<file path="src/rtl/snake_dir_ctrl.sv">
// Snake heading controller: run/pause/over FSM, turn-request queue, registered step strobe.
// Optional SNAKE_TURN_COUNT_EN adds a saturating turn_count output.
module snake_dir_ctrl #(
  parameter int         QDEPTH    = 2,
  parameter logic [1:0] START_DIR = 2'b01
) (
  input  logic       clk,
  input  logic       reset,
  input  logic       btn_up,
  input  logic       btn_down,
  input  logic       btn_left,
  input  logic       btn_right,
  input  logic       btn_center,
  input  logic       move_tick,
  input  logic       collision,
  output logic [1:0] dir,
  output logic       step,
  output logic       running,
  output logic       paused,
  output logic       game_over,
  output logic [2:0] q_count
`ifdef SNAKE_TURN_COUNT_EN
  ,
  output logic [15:0] turn_count
`endif
);

  typedef enum logic [1:0] {IDLE, RUN, PAUSE, OVER} state_e;

  // Handshake: inputs are single-cycle pulses with no back-pressure; a pulse
  // that cannot be used in the cycle it arrives is dropped.
  state_e     state_q, state_d;
  logic [1:0] dir_q, dir_d;
  logic [1:0] fifo_q [QDEPTH];
  logic [1:0] fifo_d [QDEPTH];
  logic [2:0] q_count_q, q_count_d;
  logic       step_q, step_d;
  logic [1:0] tail, req;
  logic       req_v, accept, pop;

  // Acceptance is always judged against the pre-pop tail of the queue.
  always_comb begin
    tail = dir_q;
    for (int i = 0; i < QDEPTH; i++) begin
      if (3'(i) + 3'd1 == q_count_q) tail = fifo_q[i];
    end
    req_v = 1'b1;
    req   = 2'b00;
    if (btn_up)         req = 2'b00;
    else if (btn_right) req = 2'b01;
    else if (btn_down)  req = 2'b10;
    else if (btn_left)  req = 2'b11;
    else                req_v = 1'b0;
    accept = req_v && (req != tail) && (req != (tail ^ 2'b10)) &&
             (q_count_q < 3'(QDEPTH));
  end

  always_comb begin
    state_d   = state_q;
    dir_d     = dir_q;
    fifo_d    = fifo_q;
    q_count_d = q_count_q;
    step_d    = 1'b0;
    pop       = 1'b0;
    case (state_q)
      IDLE: if (btn_center) state_d = RUN;
      RUN: begin
        if (collision) begin
          state_d   = OVER;
          q_count_d = 3'd0;
        end else if (btn_center) begin
          state_d   = PAUSE;
          q_count_d = 3'd0;
        end else begin
          if (move_tick) begin
            step_d = 1'b1;
            if (q_count_q != 3'd0) begin
              pop   = 1'b1;
              dir_d = fifo_q[0];
              for (int i = 0; i < QDEPTH - 1; i++) fifo_d[i] = fifo_q[i+1];
            end
          end
          if (accept) begin
            for (int i = 0; i < QDEPTH; i++) begin
              if (3'(i) == q_count_q - {2'b00, pop}) fifo_d[i] = req;
            end
          end
          q_count_d = q_count_q + {2'b00, accept} - {2'b00, pop};
        end
      end
      PAUSE: if (btn_center) state_d = RUN;
      OVER: begin
        if (btn_center) begin
          state_d   = IDLE;
          dir_d     = START_DIR;
          q_count_d = 3'd0;
        end
      end
      default: state_d = IDLE;
    endcase
  end

  always_ff @(posedge clk) begin
    if (reset) begin
      state_q   <= IDLE;
      dir_q     <= START_DIR;
      q_count_q <= 3'd0;
      step_q    <= 1'b0;
      for (int i = 0; i < QDEPTH; i++) fifo_q[i] <= 2'b00;
    end else begin
      state_q   <= state_d;
      dir_q     <= dir_d;
      q_count_q <= q_count_d;
      step_q    <= step_d;
      fifo_q    <= fifo_d;
    end
  end

`ifdef SNAKE_TURN_COUNT_EN
  logic [15:0] turn_count_q, turn_count_d;

  always_comb begin
    turn_count_d = turn_count_q;
    if (state_q == OVER && btn_center)
      turn_count_d = 16'd0;
    else if (pop && fifo_q[0] != dir_q && turn_count_q != 16'hFFFF)
      turn_count_d = turn_count_q + 16'd1;
  end

  always_ff @(posedge clk) begin
    if (reset) turn_count_q <= 16'd0;
    else       turn_count_q <= turn_count_d;
  end

  assign turn_count = turn_count_q;
`endif

  assign dir       = dir_q;
  assign step      = step_q;
  assign q_count   = q_count_q;
  assign running   = (state_q == RUN);
  assign paused    = (state_q == PAUSE);
  assign game_over = (state_q == OVER);

endmodule

</file>
<file path="config.mk">
export PLATFORM = sky130hd
export DESIGN_NAME = snake_dir_ctrl
export DESIGN_NICKNAME = d
export VERILOG_FILES = /design/src/rtl/snake_dir_ctrl.sv
export SDC_FILE = /design/constraint.sdc
export NUM_CORES = 1
export LEC_CHECK = 0
export CAP_MARGIN = 10
export CORE_UTILIZATION = 48
export DETAILED_ROUTE_END_ITERATION = 16
export GPL_TIMING_DRIVEN = 0
export PLACE_DENSITY = 0.84
export REMOVE_ABC_BUFFERS = 1
export SLEW_MARGIN = 20
export SYNTH_ARGS = -nofsm -noshare
export SYNTH_HDL_FRONTEND = slang
export SYNTH_SLANG_ARGS = --single-unit
</file>
<file path="constraint.sdc">
create_clock -name clk -period 3.1 [get_ports clk]
set_clock_uncertainty 0.15 [all_clocks]
set_input_delay 0.31 -clock clk [delete_from_list [all_inputs] [get_ports clk]]
set_output_delay 0.31 -clock clk [all_outputs]
set_load 0.1 [all_outputs]
</file>
**Word-level counts from Yosys, hierarchy flattened**

Index checks and enable logic that the tools add are counted.

- Logic and storage cells: 78
- Output and inout bits: 9
- Input bits: 9
- Bits in registers: 12

- Reductions and logical operators: 14
- Bitwise logic cells: 4
- Equality and inequality tests: 15
- Add/subtract/negate cells: 3
- Magnitude comparators: 1
- Multiplexer cells: 35

Operator list:

| kind | count |
|---|---|
| 2-bit 2-to-1 mux | 18 |
| 1-bit 2-to-1 mux | 10 |
| 3-bit 2-to-1 mux | 3 |
| 2-bit inequality test (second input constant) | 4 |
| 1-bit by 3-bit equality test with 1-bit output (first input constant) | 2 |
| 2-bit one-hot mux with 3 select lines | 1 |
| 3-bit one-hot mux with 2 select lines | 1 |
| 3-bit AND reduction | 2 |
| 6-bit AND reduction | 1 |
| 3-bit by 1-bit subtractor with 3-bit output | 2 |
| 5-bit AND reduction | 1 |
| 2-bit equality test (second input constant) | 2 |
| 4-bit 2-to-1 mux | 1 |
| 2-bit by 1-bit inequality test with 1-bit output (second input constant) | 2 |
| 2-bit inequality test | 2 |
| 1-bit inverter | 4 |
| 2-bit one-hot mux with 2 select lines | 1 |
| 4-bit OR reduction | 1 |
| 3-bit by 1-bit adder with 3-bit output | 1 |
| 2-bit by 3-bit equality test with 1-bit output (first input constant) | 1 |
| 1-bit logical AND | 3 |
| 3-bit logical NOT | 1 |
| 3-bit by 2-bit < comparator with 1-bit output (second input constant) | 1 |
| 3-bit inequality test (second input constant) | 1 |
| 6 further kinds | 6 |

**Depth between registers and ports, before layout**

- Depth after elaboration: 13
- Gate-level depth with buffers: 15
- Mapped depth without buffers: 14

**Worst setup path before layout**

Ideal clock, no wire load.

- Kind: flip-flop to flip-flop
- Start: register q_count_q[2] (netlist: q_count[2])
- End: register q_count_q[2] (netlist: q_count[2])
- Stages on the path, launching flop included: 16
- Arrival: 3.334 ns
- Clock period less this slack: 3.611 ns
- Slack: -0.511 ns
- Required time: 2.823 ns
- Path buffers: 1
- Library setup time: 0.127 ns
- Path through: dfxtp_1 -> buf_4 -> nor2_1 -> a32o_1 -> a221oi_2 -> xnor2_1 -> nand3b_1 -> ha_1 -> inv_1 -> ha_1 -> inv_1 -> fa_1 -> xnor2_1 -> nor2_1 -> a21oi_1 -> nor2_1

- Cells in the longest elaborated chain, start to end: 12
- Elaborated cells on any way between the ends: 22
- Those cells by class: add/sub: 2; order compare: 1; eq/ne: 4; mux: 10; bitwise: 1; reduce/logical: 4

RTL lines:

| what | RTL line | RTL |
|---|---|---|
| start: declaration | 36 | `logic [2:0] q_count_q, q_count_d;` |
| start signal: assignment | 113 | `q_count_q <= q_count_d;` |
| 1-bit by 3-bit equality test with 1-bit output | 45 | `if (3'(i) + 3'd1 == q_count_q) tail = fifo_q[i];` |
| 2-bit 2-to-1 mux (2 in series) | 45 |  |
| 2-bit inequality test / 1-bit inverter (equally long branches) | -- |  |
| 1-bit logical AND / 2-bit inequality test (equally long branches) | 54 | `accept = req_v && (req != tail) && (req != (tail ^ 2'b10)) &&` |
| 1-bit logical AND (2 in series) | 54 |  |
| 3-bit by 1-bit adder with 3-bit output | 88 | `q_count_d = q_count_q + {2'b00, accept} - {2'b00, pop};` |
| 3-bit by 1-bit subtractor with 3-bit output * | 88 |  |
| 3-bit 2-to-1 mux * | 71 | `end else if (btn_center) begin` |
| 3-bit 2-to-1 mux * | 68 | `if (collision) begin` |
| 3-bit one-hot mux with 2 select lines * | 65 | `case (state_q)` |

Mark *: on every way between the ends. The rest lies on a longest branch, timed or not. The select of a mux whose other input is x is not followed.
A chain may end at the register's enable or synchronous reset.

**Final worst setup path**

Same ends and word-level chain as after synthesis.

==> metrics.md <==
| Metric | Value |
|---|---|
| Clk sink count | 12 |
| Seq/Total Area, Yosys | 30.24% |
| Status | finished clean |
| Fin crit period | 2.898 ns |
| Fraction of layout cells with a size suffix above 1 | 10.74% |
| Dominant synthesized flop cell | dfxtp_1 |
| Vias in the first global route | 717 |
| CTS root buf | clkbuf_4 |
| # diodes | 0 |
| Yosys reg bits | 12 |
| CTS tree | yes |
| Synth Instances | 101 |
| Worst-Skew Late Latency | 0.28 ns |
| Clock-pin slew on the worst setup and hold paths | 0.07 ns |
| Clock buffer depth | 2 |
| Initial Util | 52.13% |
| Vias | 788 |
| Synth warn | 0 |
| FILL cells | 134 |
| Avg WL per Cell | 12.89 um |
| Total wire length | 1.766 mm |
| Crit-path cells | nor2_1 -> a32o_1 -> a221oi_4 -> xnor2_2 -> nand3b_1 -> ha_1 -> inv_1 -> ha_1 -> inv_1 -> fa_1 -> xnor2_1 -> nor2_1 -> a21oi_1 -> nor2_1 |
| Max-slew violations | 0 |
| Vias/cell | 5.752 |
| Number of flops mapped to enable cells by yosys | 0 |
| Hold Fails Final Rpt | 0 |
| Post-route DRC | 0 |
| RePlAce Congestion | 0.7668 |
| Cell mode on critical path | nor2_1 |
| DRT antenna net count | 0 |
| Unrepaired setup endpoints after global routing | false |
| Htree depth | 1 |
| Slew @ Worst Pin | 0.9772 ns |
| Top post-synthesis cells by area | dfxtp_1, nor2_1, ha_1 |
| Die Y | 42.69 um |
| Peak Freq | 345.0 MHz |
| CP required | 3.11 ns |
| Worst vdd ir | 0.0003223 V |
| Core Area | 1524 sq um |
| Multi-input combinational cell area | 536.8 sq um |
| Hold Path Class | reg -> reg |
| Die Footprint | 1822 sq um |
| CP Max Fanout | 8 |
| Detailed Route Iter0 Violations | 14 |
| Grt met1 use | 26.72% |
| All-Layer GR Usage | 22.33% |
| Synth Area per Inst | 7.866 sq um |
| Top-count cell post-synth | nor2_1 |
| Ys async rst share | 0% |
| Final period util | 93.50% |
| Crit. End Element | register |
| Total power | 0.3789 mW |
| Die X | 42.69 um |
| Port bufs | 17 |
| Power density over cell area | 358.8 nW/um^2 |
| GRT met3 Usage | 7.660% |
| Setup violations, final | 0 |
| CTS Hold Buffers Added | 0 |
| Area share of the leading cell type in the synthesized netlist | 30.24% |
| Critical Setup Path Class | reg -> reg |
| CP Launch Type | register |
| Total gr overflow | 0 |
| Nets | 137 |
| WP data arrival | 2.90 ns |
| Register area | 251.5 sq um |
| Leak pwr | 0.3827 nW |
| Post-synth top area cell | dfxtp_1 |
| Num CTS Buffers | 3 |
| Largest net degree at the start of global routing | 15 |
| First-pass GRT wire length | 3.036 mm |
| Post-Syn Area | 794.5 sq um |
| Initial antenna violation count | 0 |
| Critical-path top delay cell | dfxtp_4 |
| Dpl cells | 131 |
| Pre-Repair DR Iteration Count | 4 |
| Max-cap violations | 0 |
| GRT busiest layer | met2 |
| Unique cell type count in the Yosys netlist | 34 |
| FP Rows | 14 |
| Boundary Pins | 18 |
| Slew HR | 34.65% |
| Final HPWL DP | 1.321 mm |
| Final Non-Filler Cells | 137 |
| Worst path max stage delay | 0.42 ns |
| Most frequent cells after synthesis | nor2_1, dfxtp_1, o21ai_0 |
| Met2 Use GR | 35.45% |
| Syn-to-layout area delta | 32.91% |
[report_power, final]
group          total (mW)  switching [mW]  internal [mW]
logic              0.0953          0.0574         0.0378
clock network       0.123          0.0514         0.0715
registers           0.161         0.00532          0.155
total               0.379           0.114          0.265
[final cells by class]
cell class	instances	area share (%)
Clock buffer	4	3.436
Inverter	7	2.488
Multi-Input combinational cell	79	50.83
Sequential cell	12	23.82
Tap cell	16	1.896
Timing Repair Buffer	19	17.54
[placed cells by master (no fill, tap or decap), types with 2 or more instances in the layout]
cell and n:
nor2_1 17, clkdlybuf4s50_1 17, dfxtp_1 9, o21ai_0 8
inv_1 7, nand2_1 7, a21oi_1 6, ha_1 5
and2_1 3, nand4_1 3, clkbuf_4 3, dfxtp_4 3
nor2b_1 2, o21bai_1 2, nand3b_1 2, xnor2_1 2
nand2b_1 2, buf_4 2
[through the flow]
| stage | TNS (ns) | instance area (sq um) | util (%) | worst slack (ns) | hold WS, ns |
|---|---|---|---|---|---|
| finish | 0 | 1056 | 69.29 | 0.2016 | 0.3087 |
| detailed placement | -0.1086 | 969.7 | 63.63 | -0.08116 | 0.3003 |
| global route | 0 | 1056 | 69.29 | 0.01991 | 0.3359 |
| CTS | 0 | 1010 | 66.26 | 0.05916 | 0.3123 |
| global placement | -0.02846 | 969.7 | 63.63 | -0.02846 | 0.2913 |
| floorplan | -0.7591 | 779.5 | - | -0.3985 | 0.2291 |
[metal layers]
metal / vias to the layer above / routed length, um / part of all wire, %
li1: 400 / - / -
met1: 364 / 803 / 45
met2: 22 / 868 / 49
met3: 2 / 84 / 4.8
met4: 0 / 10 / 0.57
met5: - / 0 / 0
[cells by family after synthesis]
| logic type | share of synthesized area [%] |
|---|---|
| AO/OA/AOI/OAI | 23.15 |
| XOR/XNOR | 3.308 |
| adder cells (fa/ha/maj) | 10.39 |
| buffers and inverters | 5.198 |
| flip-flops | 30.24 |
| AND/OR/NAND/NOR | 27.72 |
[path summary, 6_finish.rpt]
path / slack [ns] / depth (start not counted) / endpoint / startpoint
setup / recovery: 0.20 / 14 / q_count[2] / q_count[2]
setup reg to reg: 0.20 / 14 / q_count[2] / q_count[2]
hold reg to reg: 0.31 / 2 / dir[1] / dir[1]
hold / removal: 0.31 / 2 / dir[1] / dir[1]
[registers in the layout, indices dropped and copies added (netlist names)]
register	cells
fifo_q	4
state_q	2
dir	2
q_count	3
step	1
[worst max-delay path, delay by kind of cell (launching register included)]
family / cells / cell delay, ns
adders and majority gates: 3 / 0.80
AOI/OAI and AO/OA: 3 / 0.68
DFF: 1 / 0.42
and+or+nand+nor: 4 / 0.34
xor gates and xnor gates: 2 / 0.29
buffers and inverters: 2 / 0.10
[what timing repair did]
| item | 4_1_cts | 5_1_grt |
|---|---|---|
| gates resized for setup | 3 | 6 |
| buffers inserted | 0 | 2 |
| pin swaps | 0 | 1 |
| setup endpoints to repair | 1 | 4 |
Power figures use the tool's default switching activity.
==> patch (same settings) <==
The parameter `QDEPTH` goes from 2 to 1.
--- a/src/rtl/snake_dir_ctrl.sv
+++ b/src/rtl/snake_dir_ctrl.sv
@@ -3,3 +3,3 @@
 module snake_dir_ctrl #(
-  parameter int         QDEPTH    = 2,
+  parameter int         QDEPTH    = 1,
   parameter logic [1:0] START_DIR = 2'b01
Check against the original RTL: not equivalent (a bounded check fails within 4 cycles, from zero or initial values and one cycle with reset high).
==> patch against the original RTL <==
Via count decreased by 28%; sequential share of layout area decreased by 0.076 points; critical endpoint unchanged; sequential cell count shrank 2; non-clock buffer count shrank 2; worst setup slack better by 0.22 ns; area after synthesis shrank 20%; sequential power is 16% lower; wire length fell by 28%; cell area down 20%; largest cell class unchanged; total power decreased by 23%.
==> patch: results (changes against the original RTL) <==
Placed Area 821 sq um (-15%); drt wl/cell 12.1 um (-6.1%); post-CTS sizing 0 (-3); largest net degree at the start of global routing 14 (-1); post-synthesis sequential area ratio 0.314 (+0.0114); WL final 1270 um (-28%); hpwl dp 993 um (-25%); Largest register FFs 3 (-1); Nets 107 (-22%); crit path DAT 2.68 ns (-0.22 ns); Vias 571 (-28%); GRT met1 Usage 0.240 (-0.0271); Routability Congestion 0.710 (-7.4%); Initial DRC Count 9 (-5); synth top area cells dfxtp_1, ha_1, inv_1; synth cell count leaders dfxtp_1, inv_1, nor2_1; GRT Resource Usage Total 0.197 (-0.0265); final core utilization 0.720 (+0.0271); Top delay family on crit path simple AND/OR/NAND/NOR gates; Place WS 0.122 ns (+0.203 ns); Worst path max stage delay 0.56 ns (+0.14 ns); Least-Margin Pin Slew 0.968 ns (-0.00956 ns); DP Cell Count 102 (-22%); met2 usage in global routing 0.314 (-0.0410); Flop+latch power 136 uW (-16%); length of routed met3 wiring 63 um (-25%); wl on met1 610 um (-24%); Distinct cells, synth 35 (+2.9%); Filler cells 107 (-20%); first-pass GRT wire length 1950 um (-36%); CP max stage cell or4_4; maximum vdd drop 224 uV (-30%); crit-path max FO 4 (-4); Pwr Total 293 uW (-23%); metal2 WL 579 um (-33%); vias in the first global route 465 (-35%); syn_area_per_cell 8.86 sq um (+13%); run status finished, final reports clean
-- patch: changes by cell type in the layout (fill, tap and decap cells not counted), moves of 3 or more --
cell / delta
o21ai_0: -5
nand2_1: -5
nor2_1: -8
dfxtp_4: -3
a21oi_1: -4
-- patch: final timing paths --
path	from	endpoint	slack, ns	depth (start not counted)
max	btn_down	q_count[2]	0.42	12
min	fifo_q[1]	dir[1]	0.31	2
max reg2reg	q_count[1]	q_count[2]	0.76	12
min reg2reg	fifo_q[1]	dir[1]	0.31	2
-- patch: layout make-up --
type / count / share of cell area
flip-flops and latches: 10 / 0.237
clock buffers: 3 / 0.0267
multi-input cells: 52 / 0.473
repair buffers: 17 / 0.202
inverters: 9 / 0.0401
well taps: 14 / 0.0208
-- patch: kinds of logic after synthesis --
logic type,count (synthesis),share of synthesized area
and+or+nand+nor,27,0.278
AOI/OAI and AO/OA,16,0.178
adders and majority gates,5,0.110
muxes,2,0.0314
buffers and inverters,10,0.0608
xor gates and xnor gates,2,0.0275
DFF,10,0.314
